$ cat config.mk
export PLATFORM = sky130hd
export DESIGN_NAME = snowv_keystream_xor_flat
export DESIGN_NICKNAME = d
export VERILOG_FILES = /design/src/rtl/snowv_pkg.sv /design/src/rtl/snowv_keystream_xor_if.sv /design/src/rtl/snowv_ks_fifo.sv /design/src/rtl/snowv_keystream_xor.sv /design/src/flat_wrapper.sv
export SDC_FILE = /design/constraint.sdc
export NUM_CORES = 1
export LEC_CHECK = 0
export CAP_MARGIN = 20
export CORE_MARGIN = 5
export CORE_UTILIZATION = 42
export CTS_BUF_LIST = sky130_fd_sc_hd__clkbuf_8
export DETAILED_ROUTE_END_ITERATION = 7
export HOLD_SLACK_MARGIN = 0.03
export PLACE_DENSITY = 0.65
export SLEW_MARGIN = 5
export SYNTH_ARGS = -nofsm -noshare
export SYNTH_HDL_FRONTEND = slang
export SYNTH_SLANG_ARGS = --single-unit
export TNS_END_PERCENT = 10
$ cat constraint.sdc
create_clock -name clk -period 15.93 [get_ports clk]
set_input_delay 3.186 -clock clk [delete_from_list [all_inputs] [get_ports clk]]
set_output_delay 3.186 -clock clk [all_outputs]
set_load 0.02 [all_outputs]
$ cat src/rtl/snowv_pkg.sv
// Shared definitions for the SNOW-V keystream consumer: block width,
// block type and the data-width legality check.
package snowv_pkg;

  localparam int KS_W = 128;

  typedef logic [KS_W-1:0] ks_block_t;

  // A data width is usable only if a whole number of words fills one block.
  function automatic bit dw_legal(input int dw);
    return (dw == 8) || (dw == 16) || (dw == 32) || (dw == 64) || (dw == 128);
  endfunction

endpackage

$ cat src/rtl/snowv_keystream_xor_if.sv
// Keystream, input-data and output-data handshakes plus the word counter.
// "slave" is the XOR block's view, "master" is the surrounding system's view.
interface snowv_keystream_xor_if #(
  parameter int DW = 32
);
  import snowv_pkg::*;

  logic            ks_valid;
  logic            ks_ready;
  ks_block_t       ks_data;
  logic            din_valid;
  logic            din_ready;
  logic [DW-1:0]   din_data;
  logic            din_last;
  logic            dout_valid;
  logic            dout_ready;
  logic [DW-1:0]   dout_data;
  logic            dout_last;
  logic [31:0]     words_done;

  modport slave (
    input  ks_valid, ks_data, din_valid, din_data, din_last, dout_ready,
    output ks_ready, din_ready, dout_valid, dout_data, dout_last, words_done
  );

  modport master (
    output ks_valid, ks_data, din_valid, din_data, din_last, dout_ready,
    input  ks_ready, din_ready, dout_valid, dout_data, dout_last, words_done
  );

endinterface

$ cat src/rtl/snowv_ks_fifo.sv
// Two-entry, 128-bit valid/ready FIFO holding keystream blocks.
// A full FIFO still accepts a block in a cycle where the head is popped.
module snowv_ks_fifo
  import snowv_pkg::*;
(
  input  logic       clk,
  input  logic       rst,
  input  logic       i_wr_valid,
  output logic       o_wr_ready,
  input  ks_block_t  i_wr_data,
  output logic       o_rd_valid,
  input  logic       i_rd_ready,
  output ks_block_t  o_rd_data,
  output logic [1:0] o_count
);

  ks_block_t  r_mem [2];
  logic       r_wptr;
  logic       r_rptr;
  logic [1:0] r_count;

  logic w_push;
  logic w_pop;

  assign o_rd_valid = (r_count != 2'd0);
  assign w_pop      = i_rd_ready && o_rd_valid;
  assign o_wr_ready = !rst && ((r_count < 2'd2) || w_pop);
  assign w_push     = i_wr_valid && o_wr_ready;
  assign o_rd_data  = r_mem[r_rptr];
  assign o_count    = r_count;

  // Pointer and occupancy bookkeeping.
  always_ff @(posedge clk or posedge rst) begin
    if (rst) begin
      r_wptr  <= 1'b0;
      r_rptr  <= 1'b0;
      r_count <= 2'd0;
    end else begin
      if (w_push) r_wptr <= ~r_wptr;
      if (w_pop)  r_rptr <= ~r_rptr;
      case ({w_push, w_pop})
        2'b10:   r_count <= r_count + 2'd1;
        2'b01:   r_count <= r_count - 2'd1;
        default: r_count <= r_count;
      endcase
    end
  end

  // Block storage; contents are meaningless until counted as valid.
  always_ff @(posedge clk) begin
    if (w_push) r_mem[r_wptr] <= i_wr_data;
  end

endmodule

$ cat src/rtl/snowv_keystream_xor.sv
// SNOW-V keystream consumer: XORs DW-bit slices of buffered keystream
// blocks onto a data stream. Every message starts on a fresh block.
module snowv_keystream_xor
  import snowv_pkg::*;
#(
  parameter int DW       = 32,
  parameter int KS_DEPTH = 2
)(
  input  logic                  clk,
  input  logic                  rst,
  snowv_keystream_xor_if.slave  bus
);

  localparam int N     = KS_W / DW;
  localparam int IDX_W = (N > 1) ? $clog2(N) : 1;

  if (!dw_legal(DW) || (KS_DEPTH != 2)) begin : g_bad_param
    $error("snowv_keystream_xor: DW must divide 128 and KS_DEPTH must be 2");
  end

  ks_block_t        w_head;
  logic [1:0]       w_count;
  logic             w_head_valid;
  logic             w_din_ready;
  logic             w_xfer;
  logic             w_pop;
  logic [DW-1:0]    w_chunk;

  logic [IDX_W-1:0] r_idx;
  logic             r_vld_p1;
  logic [DW-1:0]    r_dout_p1;
  logic             r_last_p1;
  logic [31:0]      r_words;

  snowv_ks_fifo u_fifo (
    .clk        (clk),
    .rst        (rst),
    .i_wr_valid (bus.ks_valid),
    .o_wr_ready (bus.ks_ready),
    .i_wr_data  (bus.ks_data),
    .o_rd_valid (w_head_valid),
    .i_rd_ready (w_pop),
    .o_rd_data  (w_head),
    .o_count    (w_count)
  );

  assign w_din_ready = (w_count != 2'd0) && (!r_vld_p1 || bus.dout_ready);
  assign w_xfer      = bus.din_valid && w_din_ready;
  assign w_pop       = w_xfer && ((r_idx == IDX_W'(N - 1)) || bus.din_last);
  assign w_chunk     = w_head[DW*r_idx +: DW];

  assign bus.din_ready  = w_din_ready;
  assign bus.dout_valid = r_vld_p1;
  assign bus.dout_data  = r_dout_p1;
  assign bus.dout_last  = r_last_p1;
  assign bus.words_done = r_words;

  // Stage p0 -> p1: chunk index, XOR output register and word counter.
  always_ff @(posedge clk or posedge rst) begin
    if (rst) begin
      r_idx     <= '0;
      r_vld_p1  <= 1'b0;
      r_dout_p1 <= '0;
      r_last_p1 <= 1'b0;
      r_words   <= 32'd0;
    end else if (w_xfer) begin
      r_idx     <= w_pop ? '0 : r_idx + 1'b1;
      r_vld_p1  <= 1'b1;
      r_dout_p1 <= bus.din_data ^ w_chunk;
      r_last_p1 <= bus.din_last;
      r_words   <= r_words + 32'd1;
    end else if (r_vld_p1 && bus.dout_ready) begin
      r_vld_p1  <= 1'b0;
    end
  end

endmodule

$ cat src/flat_wrapper.sv
// flat-port wrapper written by rule: the top's interface ports become plain ports
module snowv_keystream_xor_flat import snowv_pkg::*;
#(
  parameter int DW       = 32,
  parameter int KS_DEPTH = 2
)
  (clk, rst, bus_ks_valid, bus_ks_data, bus_din_valid, bus_din_data, bus_din_last, bus_dout_ready, bus_ks_ready, bus_din_ready, bus_dout_valid, bus_dout_data, bus_dout_last, bus_words_done);
  snowv_keystream_xor_if #(.DW(DW)) bus_i ();
  input  logic clk;
  input  logic rst;
  input wire logic [$bits(bus_i.ks_valid)-1:0] bus_ks_valid;
  input wire logic [$bits(bus_i.ks_data)-1:0] bus_ks_data;
  input wire logic [$bits(bus_i.din_valid)-1:0] bus_din_valid;
  input wire logic [$bits(bus_i.din_data)-1:0] bus_din_data;
  input wire logic [$bits(bus_i.din_last)-1:0] bus_din_last;
  input wire logic [$bits(bus_i.dout_ready)-1:0] bus_dout_ready;
  output wire logic [$bits(bus_i.ks_ready)-1:0] bus_ks_ready;
  output wire logic [$bits(bus_i.din_ready)-1:0] bus_din_ready;
  output wire logic [$bits(bus_i.dout_valid)-1:0] bus_dout_valid;
  output wire logic [$bits(bus_i.dout_data)-1:0] bus_dout_data;
  output wire logic [$bits(bus_i.dout_last)-1:0] bus_dout_last;
  output wire logic [$bits(bus_i.words_done)-1:0] bus_words_done;
  assign bus_i.ks_valid = bus_ks_valid;
  assign bus_i.ks_data = bus_ks_data;
  assign bus_i.din_valid = bus_din_valid;
  assign bus_i.din_data = bus_din_data;
  assign bus_i.din_last = bus_din_last;
  assign bus_i.dout_ready = bus_dout_ready;
  assign bus_ks_ready = bus_i.ks_ready;
  assign bus_din_ready = bus_i.din_ready;
  assign bus_dout_valid = bus_i.dout_valid;
  assign bus_dout_data = bus_i.dout_data;
  assign bus_dout_last = bus_i.dout_last;
  assign bus_words_done = bus_i.words_done;
  snowv_keystream_xor #(.DW(DW), .KS_DEPTH(KS_DEPTH)) u_core (.clk(clk), .rst(rst), .bus(bus_i));
endmodule
# [Word-level counts from Yosys, hierarchy flattened]
# Memory sizes are Yosys's and may differ from the RTL's.
# Cells that the tools add are included.
[word_totals] ff_bits=72 ram_bits=256 inputBits=166 out_inout_bits=68 memories=1
[classes] addsub=4 magnitude_cmp=1 n_eq_ne=3 n_shift=1 mux=6 bitwise_logic=3 n_reduce_logical=15
[memory_table] name="u_core.u_fifo.r_mem" depth=2 word_bits=128 read_ports=1 rd_clocked_by_memory_dff=0 wr=1 line_no="snowv_ks_fifo.sv:17" source="ks_block_t r_mem [2];"
[op_table] op="$shiftx A128 B8 Y32" count=1
[op_table] op="$add A32 B1 Y32 const B" count=1
[op_table] op="$xor A32 B32 Y32" count=1
[op_table] op="$logic_and A1 B1 Y1" count=7
[op_table] op="$reduce_bool A2 Y1" count=3
[op_table] op="$add A2 B1 Y2 const B" count=2
[op_table] op="$eq A2 B2 Y1 const B" count=2
[op_table] op="$mux W1" count=4
[op_table] op="$pmux W2 S2" count=1
[op_table] op="$logic_or A1 B1 Y1" count=3
[op_table] op="$eq A2 B1 Y1 const B" count=1
[op_table] op="$logic_not A1 Y1" count=2
[op_table] op="$lt A2 B2 Y1 const B" count=1
[op_table] op="$mux W2" count=1
[op_table] op="$not A1 Y1" count=2
[op_table] op="$sub A2 B1 Y2 const B" count=1

# [Logic depth before layout (Yosys ltp)]
[logic_depth] word_depth=11 mapped_depth=8 mapped_depth_nobuf=8

# [Cells and area by module]
# Synthesis repeated with hierarchy kept, for this count alone.
[unflattened] cells_unflattened=744 area_unflattened_um2=13360.3
[modules_own_cells] module="snowv_ks_fifo" instances=1 cells_each=418 area_per_inst_um2=9491.6 seq_area_each_um2=7787.5
[modules_own_cells] module="snowv_keystream_xor" instances=1 cells_each=326 area_per_inst_um2=3868.7 seq_area_each_um2=1701.6

# [Least setup slack after synthesis]
# No wires, ideal clock.
[synth_timing] kind="input to register" start="input port bus_dout_ready" end="memory u_core.u_fifo.r_mem[0][0] (netlist name) (enable)" setup_ns=0.617 arrival_time_ns=9.569 t_required_ns=15.313 slack_ns=5.743 path_stages=5 path_cell_list="nand2b_1 -> o2111ai_1 -> a21oi_1 -> nand2_1 -> nor2_1"
[synth_via] elab_chain_len=10
[synth_rtl] element="start: declaration" line_no="flat_wrapper.sv:16" source="input wire logic [$bits(bus_i.dout_ready)-1:0] bus_dout_ready;"
[synth_rtl] element="$logic_or A1 B1 Y1" line_no="snowv_keystream_xor.sv:47" source="assign w_din_ready = (w_count != 2'd0) && (!r_vld_p1 || bus.dout_ready);"
[synth_rtl] element="$logic_and A1 B1 Y1" line_no="snowv_keystream_xor.sv:47"
[synth_rtl] element="$logic_and A1 B1 Y1" line_no="snowv_keystream_xor.sv:48" source="assign w_xfer = bus.din_valid && w_din_ready;"
[synth_rtl] element="$logic_and A1 B1 Y1" line_no="snowv_keystream_xor.sv:49" source="assign w_pop = w_xfer && ((r_idx == IDX_W'(N - 1)) || bus.din_last);"
[synth_rtl] element="$logic_and A1 B1 Y1" line_no="snowv_ks_fifo.sv:26" source="assign w_pop = i_rd_ready && o_rd_valid;"
[synth_rtl] element="$logic_or A1 B1 Y1" line_no="snowv_ks_fifo.sv:27" source="assign o_wr_ready = !rst && ((r_count < 2'd2) || w_pop);"
[synth_rtl] element="$logic_and A1 B1 Y1" line_no="snowv_ks_fifo.sv:27"
[synth_rtl] element="net bus_ks_ready" line_no="flat_wrapper.sv:17" source="output wire logic [$bits(bus_i.ks_ready)-1:0] bus_ks_ready;"
[synth_rtl] element="$logic_and A1 B1 Y1" line_no="snowv_ks_fifo.sv:28" source="assign w_push = i_wr_valid && o_wr_ready;"
[synth_rtl] element="$mux W1" line_no="snowv_ks_fifo.sv:51" source="if (w_push) r_mem[r_wptr] <= i_wr_data;"
[synth_rtl] element="$mux W1 (not written as such)" line_no="snowv_ks_fifo.sv:51"
[synth_rtl] element="end: declaration" line_no="snowv_ks_fifo.sv:17"
# The timed path passes the listed nets, and every way through them passes these cells.

# [Worst setup path after layout]
[layout_timing] start="input port bus_dout_ready" end="output port bus_ks_ready"
[layout_via] elab_chain_len=7
[layout_rtl] element="$logic_or A1 B1 Y1" line_no="snowv_keystream_xor.sv:47"
[layout_rtl] element="$logic_and A1 B1 Y1" line_no="snowv_keystream_xor.sv:47"
[layout_rtl] element="$logic_and A1 B1 Y1" line_no="snowv_keystream_xor.sv:48"
[layout_rtl] element="$logic_and A1 B1 Y1" line_no="snowv_keystream_xor.sv:49"
[layout_rtl] element="$logic_and A1 B1 Y1" line_no="snowv_ks_fifo.sv:26"
[layout_rtl] element="$logic_or A1 B1 Y1" line_no="snowv_ks_fifo.sv:27"
[layout_rtl] element="$logic_and A1 B1 Y1" line_no="snowv_ks_fifo.sv:27"
[layout_rtl] element="end: declaration" line_no="flat_wrapper.sv:17"
# Every way passes these cells.

==> flow_summary_export.csv <==
group,metric,value,unit
logic_synthesis,synth-warning-count,0,
logic_synthesis,synthesis.area_per_instance,19.1,um2
global_routing,globalRouteTotalUtil,15.4,%
critical_path,worst-r2r-cell-count,7,
min_path,min_path_type,"reg -> reg",
floorplanning,std_cell_rows,64,
logic_synthesis,synth.cell_area,12900,um2
logic_synthesis,postSynth.topFlopCell,"edfxtp_1",
cts,clock_pin_slew_of_the_registers_on_the_worst_case_setup_and_hold_paths,0.05,ns
routing,detailroute.wirelength.met2,12.3,mm
sta,finalMaxSlewViolations,0,
routing,vias_per_cell,4.99,
sta,timing.final.setup_violations,0,
logic_synthesis,synth-edff-count,256,
pwr,power_density,150,nW/um2
logic_synthesis,seq_area_frac_synth,73.7,%
pwr,cell_internal_pwr,1760,uW
floorplanning,floorplan.core_area,30400,um2
sta,finalClockSkew,0.0212,ns
routing,first_iter_violations,321,
cts,cts_made_buffers,54,
sta,timing.max_slew.rel_slack,31.3,%
cells_and_area,drive_gt1_share,15.8,%
global_routing,vias_in_the_first_global_route,7502,
critical_path,r2r_start,"u_core.r_idx[1]",
floorplanning,design.portCount,234,
global_routing,number_of_antenna_violations_at_the_first_check_in_global_routing,5,
placement,port_buffers,233,
critical_path,worst_setup_path_end_kind,"output pin",
floorplanning,start_util,42.3,%
sta,layout_min_cycle_time,8.32,ns
floorplanning,die_w,185,um
critical_path,crit_path_start_kind,"input port",
cts,clock_tree.buffer_depth,3,
critical_path,setup.worst_path.class,"in -> out",
sta,setup_tns,0,ns
global_routing,grt_pass1_wl,41.1,mm
logic_synthesis,yosys.cell_types.count,39,
sta,final_min_period_over_clock_period,52.2,%
pwr,leakage,0.00591,uW
min_path,min_path_cells,1,
critical_path,reg2reg_to,"u_core.u_fifo.r_mem[0][43]",
cts,cts.sinks,328,
routing,detailroute.via_count,6895,
flow_run,maxCapViolCount,0,
sta,timing_worst_slew_pin_value,1.03,ns
critical_path,critical_path_arrival,5.13,ns
pwr,power.share.combinational,27.2,%
routing,met3WireLength,2.39,mm
min_path,worstHoldEndpoint,"u_core.bus.words_done[31]",
routing,drt_pre_antenna_iters,4,
sta,achievable-frequency,0.120,GHz
placement,dp_worst_setup_slack,7.62,ns
placement,finalWeightedCongestion,0.769,
sta,timing.final.ws_setup,7.61,ns
pwr,vdd_ir_drop_max,97.2,uV
routing,m1WireLength,11.0,mm
sta,timing.final.hold_violations,0,
floorplanning,design.die.area,34300,um2
pwr,seqPwrFrac,46.3,%
cells_and_area,syn_to_final_growth,29.0,%
critical_path,regToRegSetupSlack,11.74,ns
routing,final_antenna_net_count,0,
floorplanning,die_h,185,um
global_routing,largest_net_degree_at_the_start_of_global_routing,73,
min_path,hold_path_startpoint,"u_core.bus.words_done[31]",
global_routing,remaining_overflow_grt,0,
sta,rsz_0062_raised_after_global_routing,"no",
routing,drt-wirelength-per-cell,19.1,um
logic_synthesis,synthesis.nets,844,
cts,postCtsSetupRepairBufs,0,
outcome,outcome,"finished, final reports clean",
pwr,power_switching,734,uW
cts,post_cts_resize_count,0,
cts,cts-htree-levels,2,
routing,top_signal_layer_used,"met5",
logic_synthesis,synth_cells,675,
pwr,switching_share,29.4,%
placement,post-dp-hpwl,16.7,mm
pwr,pwr-share-clk,26.4,%
cells_and_area,antenna_cells_inserted,0,
cts,cts_root_buf,"clkbuf_8",
routing,route.detailed.drc,0,
cts,tritoncts_clock_tree,"yes",
cells_and_area,design.final.nets,1112,
critical_path,required_time_of_the_critical_path,12.74,ns
logic_synthesis,share_of_flip_flops_with_an_asynchronous_set_or_reset_after_synthesis,22.0,%
pwr,final_total_power,2490,uW
cts,clock_insertion_delay_worst_skew,0.57,ns
cts,cts_stage_hold_buffer_count,0,
critical_path,critical_path_peak_fanout,6,
routing,route.final.wire_length,26.4,mm
logic_synthesis,synth_seq_cells,328,
## critical path: stages
cell and delay (ns):
clkdlybuf4s50_1 0.45, nand2b_1 0.24, o2111ai_1 0.25, a21oi_1 0.33, clkdlybuf4s50_1 0.67
## placed cells by master, fill, tap and decap left out, types with 12 or more instances in the layout
cell type and instances:
edfxtp_1 256, clkdlybuf4s50_1 233, dfrtp_1 69, mux4_2 64, clkbuf_8 57, nand2_1 54, xor2_1 41, mux2i_1 32
o21ai_1 32, xnor2_1 27, inv_1 26, nand3_1 15, clkinv_1 12
## routing by layer
| metal | global-route usage [%] | vias up |
|---|---|---|
| met3 | 6.13 | 55 |
| met4 | 4.17 | 10 |
| met1 | 19.8 | 3431 |
| li1 | - | 3170 |
| met5 | 0 | - |
| met2 | 24.7 | 229 |
## power groups by stage
| stage | clock [uW] | sequential, uW | combinational (uW) |
|---|---|---|---|
| floorplan | 0 | 1190 | 441 |
| global placement | 0 | 1170 | 689 |
| detailed placement | 0 | 1170 | 695 |
| CTS | 684 | 1160 | 697 |
| global route | 728 | 1170 | 741 |
| finish | 658 | 1160 | 679 |
## flip-flops by register name, summed over array words and instances, names as in the netlist
| register | cells |
|---|---|
| u_core.bus.dout_data | 32 |
| u_core.bus.dout_last | 1 |
| u_core.bus.dout_valid | 1 |
| u_core.bus.words_done | 32 |
| u_core.r_idx | 2 |
| u_core.u_fifo.o_count | 2 |
| u_core.u_fifo.r_mem | 256 |
| u_core.u_fifo.r_rptr | 1 |
| u_core.u_fifo.r_wptr | 1 |
## layout make-up
class                   instances  area (um2)
fillers                      2440       13800
flip-flops and latches        328        9500
multi-input cells             315        3220
repair buffers                240        2400
clock buffers                  57         785
well taps                     396         495
clock inverters                42         200
inverters                       4        16.3
## synth_stat cells, drive strengths merged (10+ instances only)
library cell    n  area (um2)
buf            18         143
clkbuf         10        37.5
dfrtp          72        1800
edfxtp        256        7690
mux2i          32         320
mux4           64        1440
nand2          54         203
nand3          17         103
nand4          11        96.3
nor2           10        37.5
o21ai          33         165
xnor2          27         236
xor2           41         359
## how the worst max path moves through the flow
stage | from | endpoint | cells after the start
finish | bus_dout_ready | bus_ks_ready | 5
global route | bus_dout_ready | bus_ks_ready | 5
CTS | bus_dout_ready | bus_ks_ready | 5
detailed placement | bus_dout_ready | bus_ks_ready | 5
global placement | bus_dout_ready | bus_ks_ready | 5
floorplan | bus_dout_ready | u_core.u_fifo.r_mem[0][0] | 5
## per-stage QoR
step | hold WS (ns) | cell area [um2] | utilization (%) | cells
floorplan | 0.456 | 12900 | - | 675
global placement | 0.458 | 15600 | 51.3 | 1282
detailed placement | 0.463 | 15600 | 51.3 | 1282
CTS | 0.472 | 16600 | 54.5 | 1381
global route | 0.493 | 16600 | 54.6 | 1382
finish | 0.467 | 16600 | 54.6 | 1382
## cell families after synthesis
group	Yosys count	share of synthesized area, %
DFF	328	73.7
buffers and inverters	32	1.52
adders and majority gates	3	0.291
xor gates and xnor gates	68	4.62
muxes	96	13.7
AOI/OAI and AO/OA	35	1.39
and+or+nand+nor	113	4.83
(Power assumes the default switching activity.)
